<file path="src/rtl/term_fifo_bank.sv">
// Bank of independent first-word-fall-through FIFOs, one per mesh terminal channel.
// Each channel reports occupancy flags, head broadcast status and a saturating drop count.

module term_fifo_chan #(
  parameter int          pckg_sz    = 40,
  parameter int          fifo_depth = 4,
  parameter logic [7:0]  bdcst      = {8{1'b1}},
  parameter int          AF_LEVEL   = fifo_depth - 1
) (
  input  logic               clk,
  input  logic               reset,
  input  logic               push,
  input  logic [pckg_sz-1:0] data_in,
  input  logic               pop,
  output logic [pckg_sz-1:0] data_out,
  output logic               pndng,
  output logic               full,
  output logic               almost_full,
  output logic               bdcst_hd,
  output logic [7:0]         drop_cnt
);

  localparam int CW = $clog2(fifo_depth + 1);
  localparam int PW = (fifo_depth > 1) ? $clog2(fifo_depth) : 1;

  logic [pckg_sz-1:0] mem_q [fifo_depth];
  logic [pckg_sz-1:0] mem_d [fifo_depth];
  logic [PW-1:0]      wr_ptr_q, wr_ptr_d;
  logic [PW-1:0]      rd_ptr_q, rd_ptr_d;
  logic [CW-1:0]      cnt_q, cnt_d;
  logic [7:0]         drop_q, drop_d;

  logic               do_push, do_pop, do_drop;
  logic [pckg_sz-1:0] head;

  // Status flags come only from the registered occupancy, never from push/pop.
  always_comb begin
    pndng       = (cnt_q != '0);
    full        = (cnt_q == CW'(fifo_depth));
    almost_full = (cnt_q >= CW'(AF_LEVEL));
    head        = mem_q[rd_ptr_q];
    data_out    = pndng ? head : '0;
    bdcst_hd    = pndng && (head[pckg_sz-9 -: 8] == bdcst);
    drop_cnt    = drop_q;
  end

  // A pop while full frees the slot the same-cycle push lands in.
  always_comb begin
    do_pop  = pop && pndng;
    do_push = push && (!full || pop);
    do_drop = push && full && !pop;
  end

  always_comb begin
    // NOTE: every always_comb output gets a default first so no path leaves it unassigned, which would infer a latch.
    mem_d    = mem_q;
    wr_ptr_d = wr_ptr_q;
    rd_ptr_d = rd_ptr_q;
    cnt_d    = cnt_q;
    drop_d   = drop_q;

    if (do_push) begin
      mem_d[wr_ptr_q] = data_in;
      wr_ptr_d = (wr_ptr_q == PW'(fifo_depth - 1)) ? '0 : wr_ptr_q + PW'(1);
    end

    if (do_pop) begin
      rd_ptr_d = (rd_ptr_q == PW'(fifo_depth - 1)) ? '0 : rd_ptr_q + PW'(1);
    end

    case ({do_push, do_pop})
      2'b10:   cnt_d = cnt_q + CW'(1);
      2'b01:   cnt_d = cnt_q - CW'(1);
      default: cnt_d = cnt_q;
    endcase

    if (do_drop && (drop_q != 8'hFF)) begin
      drop_d = drop_q + 8'd1;
    end
  end

  always_ff @(posedge clk) begin
    // NOTE: sequential state uses non-blocking assignments so every flop samples pre-edge values.
    if (!reset) begin
      wr_ptr_q <= '0;
      rd_ptr_q <= '0;
      cnt_q    <= '0;
      drop_q   <= '0;
    end else begin
      wr_ptr_q <= wr_ptr_d;
      rd_ptr_q <= rd_ptr_d;
      cnt_q    <= cnt_d;
      drop_q   <= drop_d;
    end
  end

  // NOTE: storage is left out of reset; a zero occupancy already hides stale entries and keeps this a plain RAM.
  always_ff @(posedge clk) begin
    mem_q <= mem_d;
  end

endmodule

module term_fifo_bank #(
  parameter int          CHANNELS   = 16,
  parameter int          pckg_sz    = 40,
  parameter int          fifo_depth = 4,
  parameter logic [7:0]  bdcst      = {8{1'b1}},
  parameter int          AF_LEVEL   = fifo_depth - 1
) (
  input  logic                        clk,
  input  logic                        reset,
  input  logic [CHANNELS-1:0]         push,
  input  logic [CHANNELS*pckg_sz-1:0] data_in,
  input  logic [CHANNELS-1:0]         pop,
  output logic [CHANNELS*pckg_sz-1:0] data_out,
  output logic [CHANNELS-1:0]         pndng,
  output logic [CHANNELS-1:0]         full,
  output logic [CHANNELS-1:0]         almost_full,
  output logic [CHANNELS-1:0]         bdcst_hd,
  output logic [CHANNELS*8-1:0]       drop_cnt
);

  for (genvar c = 0; c < CHANNELS; c++) begin : g_chan
    term_fifo_chan #(
      .pckg_sz    (pckg_sz),
      .fifo_depth (fifo_depth),
      .bdcst      (bdcst),
      .AF_LEVEL   (AF_LEVEL)
    ) u_chan (
      .clk         (clk),
      .reset       (reset),
      .push        (push[c]),
      .data_in     (data_in[c*pckg_sz +: pckg_sz]),
      .pop         (pop[c]),
      .data_out    (data_out[c*pckg_sz +: pckg_sz]),
      .pndng       (pndng[c]),
      .full        (full[c]),
      .almost_full (almost_full[c]),
      .bdcst_hd    (bdcst_hd[c]),
      .drop_cnt    (drop_cnt[c*8 +: 8])
    );
  end

endmodule

</file>
<file path="config.mk">
export PLATFORM = sky130hd
export DESIGN_NAME = term_fifo_bank
export DESIGN_NICKNAME = d
export VERILOG_FILES = /design/src/rtl/term_fifo_bank.sv
export SDC_FILE = /design/constraint.sdc
export NUM_CORES = 2
export LEC_CHECK = 0
export BUFFER_PORTS_ARGS = -buffer_cell sky130_fd_sc_hd__buf_2
export CAP_MARGIN = 20
export CORE_AREA = 2 2 594 596
export CTS_BUF_LIST = sky130_fd_sc_hd__clkbuf_8
export DETAILED_ROUTE_END_ITERATION = 8
export DIE_AREA = 0 0 596 598
export PLACE_DENSITY_LB_ADDON = 0.12
export SETUP_SLACK_MARGIN = 0.3
export SLEW_MARGIN = 5
export SYNTH_ARGS = -nofsm -noshare
export SYNTH_HDL_FRONTEND = slang
export SYNTH_SLANG_ARGS = --single-unit
</file>
<file path="constraint.sdc">
create_clock -name clk -period 2.6 [get_ports clk]
set_input_delay 0.39 -clock clk [delete_from_list [all_inputs] [get_ports clk]]
set_output_delay 0.39 -clock clk [all_outputs]
set_load 0.01 [all_outputs]
</file>
; Word level (Yosys, flattened, before mapping)
; Cells that the tools add are included.
; W data, S select, Z words.
[op_classes]
n_reduce_logical = 192
bitwise = 32
eq_ne = 112
magnitude_cmp = 64
addsub = 80
muxes = 160
[op_table]
columns = operator, count
row1 = $bwmux W160, 16
row2 = $mux W40, 64
row3 = $bmux W40 S2, 16
row4 = $demux W40 S2, 16
row5 = $add A8 B1 Y8 const B, 16
row6 = $eq A8 B8 Y1 const B, 16
row7 = $ne A8 B8 Y1 const B, 16
row8 = $logic_and A1 B1 Y1, 112
row9 = $eq A2 B2 Y1 const B, 48
row10 = $ge A3 B3 Y1 const B, 32
row11 = $not A2 Y3, 32
row12 = $pmux W3 S2, 16
row13 = $add A2 B1 Y2 const B, 32
row14 = $mux W2, 32
row15 = $add A3 B1 Y3 const B, 16
row16 = $eq A3 B3 Y1 const B, 16
row17 = $ge A3 B2 Y1 const B, 16
row18 = $lt A3 B1 Y1 const B, 16
row19 = $reduce_bool A3 Y1, 16
row20 = $sub A3 B1 Y3 const B, 16
row21 = $eq A2 B1 Y1 const B, 16
row22 = $logic_not A1 Y1, 32
row23 = $reduce_bool A2 Y1, 16
row24 = $logic_or A1 B1 Y1, 16
[totals]
ff_bits = 2800

; Longest topological paths before layout
[logic_depth]
word_depth = 6
depth_mapped = 10

; Hierarchy
; From an unflattened synthesis, not the netlist that was laid out.
[unflattened]
hier_cells = 5648
area_unflattened_um2 = 110950.2
[modules_own_cells]
columns = mod, seq_area_each_um2, area_per_inst_um2, cells_per_inst, n_inst
row1 = term_fifo_chan (g_chan[12].u_chan ...), 5104.9, 6931.6, 353, 11
row2 = term_fifo_chan (g_chan[0].u_chan ...), 5104.9, 6940.4, 353, 5

; Least setup slack after synthesis
; OpenSTA, ideal clock, no wires.
[synth_path]
path_type = reg-to-reg
startpoint = reg g_chan[5].u_chan.cnt_q[0]
endpoint = reg g_chan[5].u_chan.cnt_q[2]
path_stages_with_launch = 11
t_required_ns = 2.530
setup_ns = 0.070
slack_ns = 0.184
period_less_slack_ns = 2.416
arrival_ns = 2.346
cell_sequence = dfxtp_1 nor4b_4 and2b_1 clkbuf_1 inv_1 ha_1 inv_1 fa_1 xor2_1 or3_1 a21oi_1
[synth_between]
elab_chain_cells = 6
[synth_rtl]
columns = item, line
row1 = "start, declared", 30  ; logic [CW-1:0] cnt_q, cnt_d;
row2 = "start signal, assigned", 92  ; cnt_q <= cnt_d;
row3 = $eq A3 B3 Y1, 39  ; full = (cnt_q == CW'(fifo_depth));
row4 = $logic_not A1 Y1, 50  ; do_push = push && (!full || pop);
row5 = $logic_or A1 B1 Y1, 50
row6 = $logic_and A1 B1 Y1, 50
row7 = $eq A2 B1 Y1 or $eq A2 B2 Y1 (tied branches), 71  ; case ({do_push, do_pop})
row8 = $pmux W3 S2 or $reduce_bool A2 Y1 (tied branches), -
; Several ways; a longest one is shown, not always the timed one.
; A chain may end at the register's enable or synchronous reset.

; Final worst setup path
[layout_path]
startpoint = reg g_chan[3].u_chan.rd_ptr_q[0]
endpoint = out bdcst_hd[3]
[layout_between]
elab_chain_cells = 6
[layout_rtl]
columns = item, line
row1 = "start, declared", 29  ; logic [PW-1:0] rd_ptr_q, rd_ptr_d;
row2 = "start signal, assigned", 91  ; rd_ptr_q <= rd_ptr_d;
row3 = $not A2 Y3 (implied by the code), 41  ; head = mem_q[rd_ptr_q];
row4 = $bmux W40 S2, 41
row5 = $mux W40 (implied by the code) (2 in series), 41
row6 = $eq A8 B8 Y1, 43  ; bdcst_hd = pndng && (head[pckg_sz-9 -: 8] == bdcst);
row7 = $logic_and A1 B1 Y1, 43
row8 = "end, declared", 120  ; output logic [CHANNELS-1:0] bdcst_hd,
; Every way passes these cells. The select of a mux whose other input is x is not followed.

==> metrics.md <==
| Metric | Value |
|---|---|
| Result of the run | finished, violations left |
| Failing checks | negative setup slack |
| Routability cong. | roughly 0.81 |
| Number of warnings printed during yosys synthesis | 0 |
| Maximum level of the CTS H-tree | 6 |
| HPWL after detailed placement | ~250 mm |
| Leading area contributor after synthesis | edfxtp_1 |
| Number of buffers added on ports | about 1500 |
| Leak pwr | roughly 57 nW |
| Root cell of the clock tree | clkbuf_8 |
| Initial antenna violation count | 153 |
| Largest net degree at the start of global routing | 56 |
| Final-report setup violation count | 670 |
| Share of post-route cells with drive strength above 1 | 43.4% |
| Worst Path Max Fanout | 6 |
| Post-synthesis instance total | approximately 5700 |
| Compound-cell area share of the yosys netlist | 1.53% |
| Core Region | 351000 µm² |
| Initial core utilization | about a third |
| Residual overflow from global routing | 0 |
| Global-route wire length before repair | slightly above 500 mm |
| Clk Latency, worst-skew pair | roughly 1.1 ns |
| Least setup slack across all paths after layout | -0.598 ns |
| Post-synthesis mux area share | between 10 and 15% |
| Starting DRT DRC Count | 4102 |
| Share of flip-flops with an asynchronous set or reset | 0% |
| Most common library cell in the layout ignoring fill and taps | edfxtp_1 |
| Worst Hold Class | in2reg |
| Area of the die | between 300000 and 400000 µm² |
| Routed WL | 370 mm |
| Post-synth cell types | 48 |
| Ratio of final minimum period to clock period | 123% |
| Vertical die dimension | 598 µm |
| Residual DRC count | 0 |
| Filler cells | just over 30000 |
| Largest buffer count on any clock path | 4 |
| Area of the mapped netlist | 111000 µm² |
| Placement row count | ~220 |
| Register bit count reported by yosys | 2800 |
| Max_slew headroom | about half |
| Clock buffer count from CTS | 520 |
| Worst setup EP type | output pin |
| WS Path Type | reg2out |
| Power density over the cells | between 900 and 1000 nW/µm² |
| Mean instance size in the synthesized netlist | approximately 19 µm² |
| Main combinational cell family by area after synthesis | multiplexers |
| Main area contributors after synthesis | edfxtp_1, mux4_2, dfxtp_1, and2_1, ha_1 |
| Critical Path RT | 2.21 ns |
| Post-synth top flop | edfxtp_1 |
| Number of global-route vias before repair | 70574 |
| Fin crit period | 3.20 ns |
| Clock input transition at the sequential cells of the worst setup and hold paths | approximately 0.060 ns |
| CP Launch Type | flip-flop |
| Critical Path AT | ~2.8 ns |
| Simple-gate share of the synthesized area | slightly above 7% |
| Gr usage total | about a fifth |
| CTS tree | built |
| RSZ-0062 raised after global routing | yes |
| Worst ir drop on vdd | 704 µV |
| Synth Area in XOR/XNOR | less than 1% |
| Layout overhead on the synthesized area | 42.3% |
| Overall power consumption | between 150 and 200 mW |
| Die span in x | a little under 600 µm |
| Count of antenna-violating nets left after detailed routing | 0 |
| Slew Limit Fails | 0 |
| Number of enable-type register cells in the synthesized netlist | about 2600 |
| Most frequent cells in the layout | edfxtp_1, dlygate4sd3_1, buf_2 |
| Highest Clock Rate | ~310 MHz |
| Worst-case clock skew | 0.0525 ns |
| Number of top-level pins | between 1500 and 2000 |
| Adder-cell area share of the yosys netlist | around 1.6% |
| Number of iterations in the first detailed-routing pass | 7 |
| DR WL/cell | between 20 and 30 µm |
| Via/cell ratio | 4.71 |
| Net count of the finished layout | 10000 |
| Max Cap Violations | 0 |
| Sum of negative setup slack | -262.90 ns |
| Area fraction of the dominant cell type after synthesis | 69.4% |
| Clock sinks | 2800 |
| Post-Syn Nets | 6542 |
| Transition at the pin with the smallest max-transition slack | between 0.7 and 0.8 ns |
| Total vias in the final route | 67098 |
| Number of hold violations in the final report | 0 |
| Sequential-to-total area share from yosys stat | approximately 74% |
## power breakdown
group	internal [mW]	leakage, nW	switching [mW]	total [mW]
sequential	52.8	25.5	1.63	54.4
combinational	31.5	26.2	27.2	58.7
clock	20.3	5.35	19.0	39.3
## what timing repair did
item	in CTS	in global routing
setup endpoints to repair	779	833
gates cloned	25	24
gates resized for setup	486	1722
pin swaps	46	123
hold buffers	1227	0
hold endpoints to repair	2800	0
setup buffers	117	122
## state kept, by name, summed over array words and instances, names as in the netlist
register	count
g_chan.u_chan.mem_q	2560
g_chan.u_chan.wr_ptr_q	32
g_chan.u_chan.rd_ptr_q	32
g_chan.u_chan.drop_cnt	128
g_chan.u_chan.cnt_q	48
## cell families (layout without fill, tap and decap cells)
kind of cell / after synthesis / in the layout
AND/OR/NAND/NOR: 1331 / 1331
other: 0 / 62
XOR/XNOR: 52 / 52
buffers and inverters: 468 / 4298
flip-flops: 2800 / 2800
adder cells (fa/ha/maj): 128 / 128
multiplexers: 695 / 695
AO/OA/AOI/OAI: 266 / 266
## critical path, stage by stage, from the launching register on
cell      delay (ns)
dfxtp_4         0.40
buf_12          0.17
mux4_2          0.38
nand4_1         0.10
nor4bb_1        0.30
buf_4           0.22
buf_6           0.12
## synth_stat cells (7+ instances only)
cell type	number
and4b_1	15
nor3_1	36
nand4_1	27
clkbuf_1	135
buf_1	19
and3_1	23
a21oi_1	137
a21o_1	15
nor2b_1	11
nor4b_4	16
buf_2	48
xor2_1	52
o31ai_1	9
or4_1	7
fa_1	16
mux2i_1	55
nand3_1	74
nor2_1	144
or3_1	94
nand2b_1	7
o21ai_0	63
dfxtp_1	240
mux4_2	640
ha_1	112
nand2_1	121
nor4bb_1	16
edfxtp_1	2560
inv_1	137
buf_4	128
o311ai_2	9
a211oi_1	9
and2_1	719
## per-stage QoR
step           hold slack (ns)  cells  utilization, %  setup WS [ns]  cell area, µm²
4_1_cts              0.0000432  14044            42.9         -0.831          151000
3_5_place_dp             0.490  11781            35.7          0.204          125000
5_1_grt                 0.0511  14227            44.9         -0.813          158000
3_3_place_gp             0.483  11781            35.7          0.198          125000
2_1_floorplan            0.488   5740               -          0.285          111000
6_report                 0.153  14252            44.9         -0.598          158000
## path summary, 6_finish.rpt
| kind | start | to | slack, ns | cells past startpoint |
|---|---|---|---|---|
| worst max-delay path | g_chan[3].u_chan.rd_ptr_q[0] | bdcst_hd[3] | -0.60 | 6 |
| worst min-delay path | data_in[264] | g_chan[6].u_chan.mem_q[64] | 0.15 | 2 |
| worst max register to register | g_chan[7].u_chan.cnt_q[0] | g_chan[7].u_chan.cnt_q[2] | 0.13 | 11 |
| worst min register to register | g_chan[1].u_chan.drop_cnt[4] | g_chan[1].u_chan.drop_cnt[4] | 0.49 | 2 |
## per-layer routing
layer / routed length [µm] / part of all wire (%) / global-route usage (%)
met5: 271 / 0.073 / 0
met4: 16700 / 4.5 / 7.60
met3: 30900 / 8.4 / 6.61
met2: 186000 / 50 / 34.6
met1: 136000 / 37 / 22.4
## final cells by class
cell class	instances	area (µm²)	share of cell area, %
timing repair buffer	3266	31100	19.8
antenna	62	155	0.0985
multi-input combinational	2472	28600	18.2
clock inverter	352	1980	1.26
inverter	138	536	0.340
clock buffer	542	7460	4.73
sequential	2800	81900	52.0
tap	4620	5780	3.67
Power figures use the tool's default switching activity.
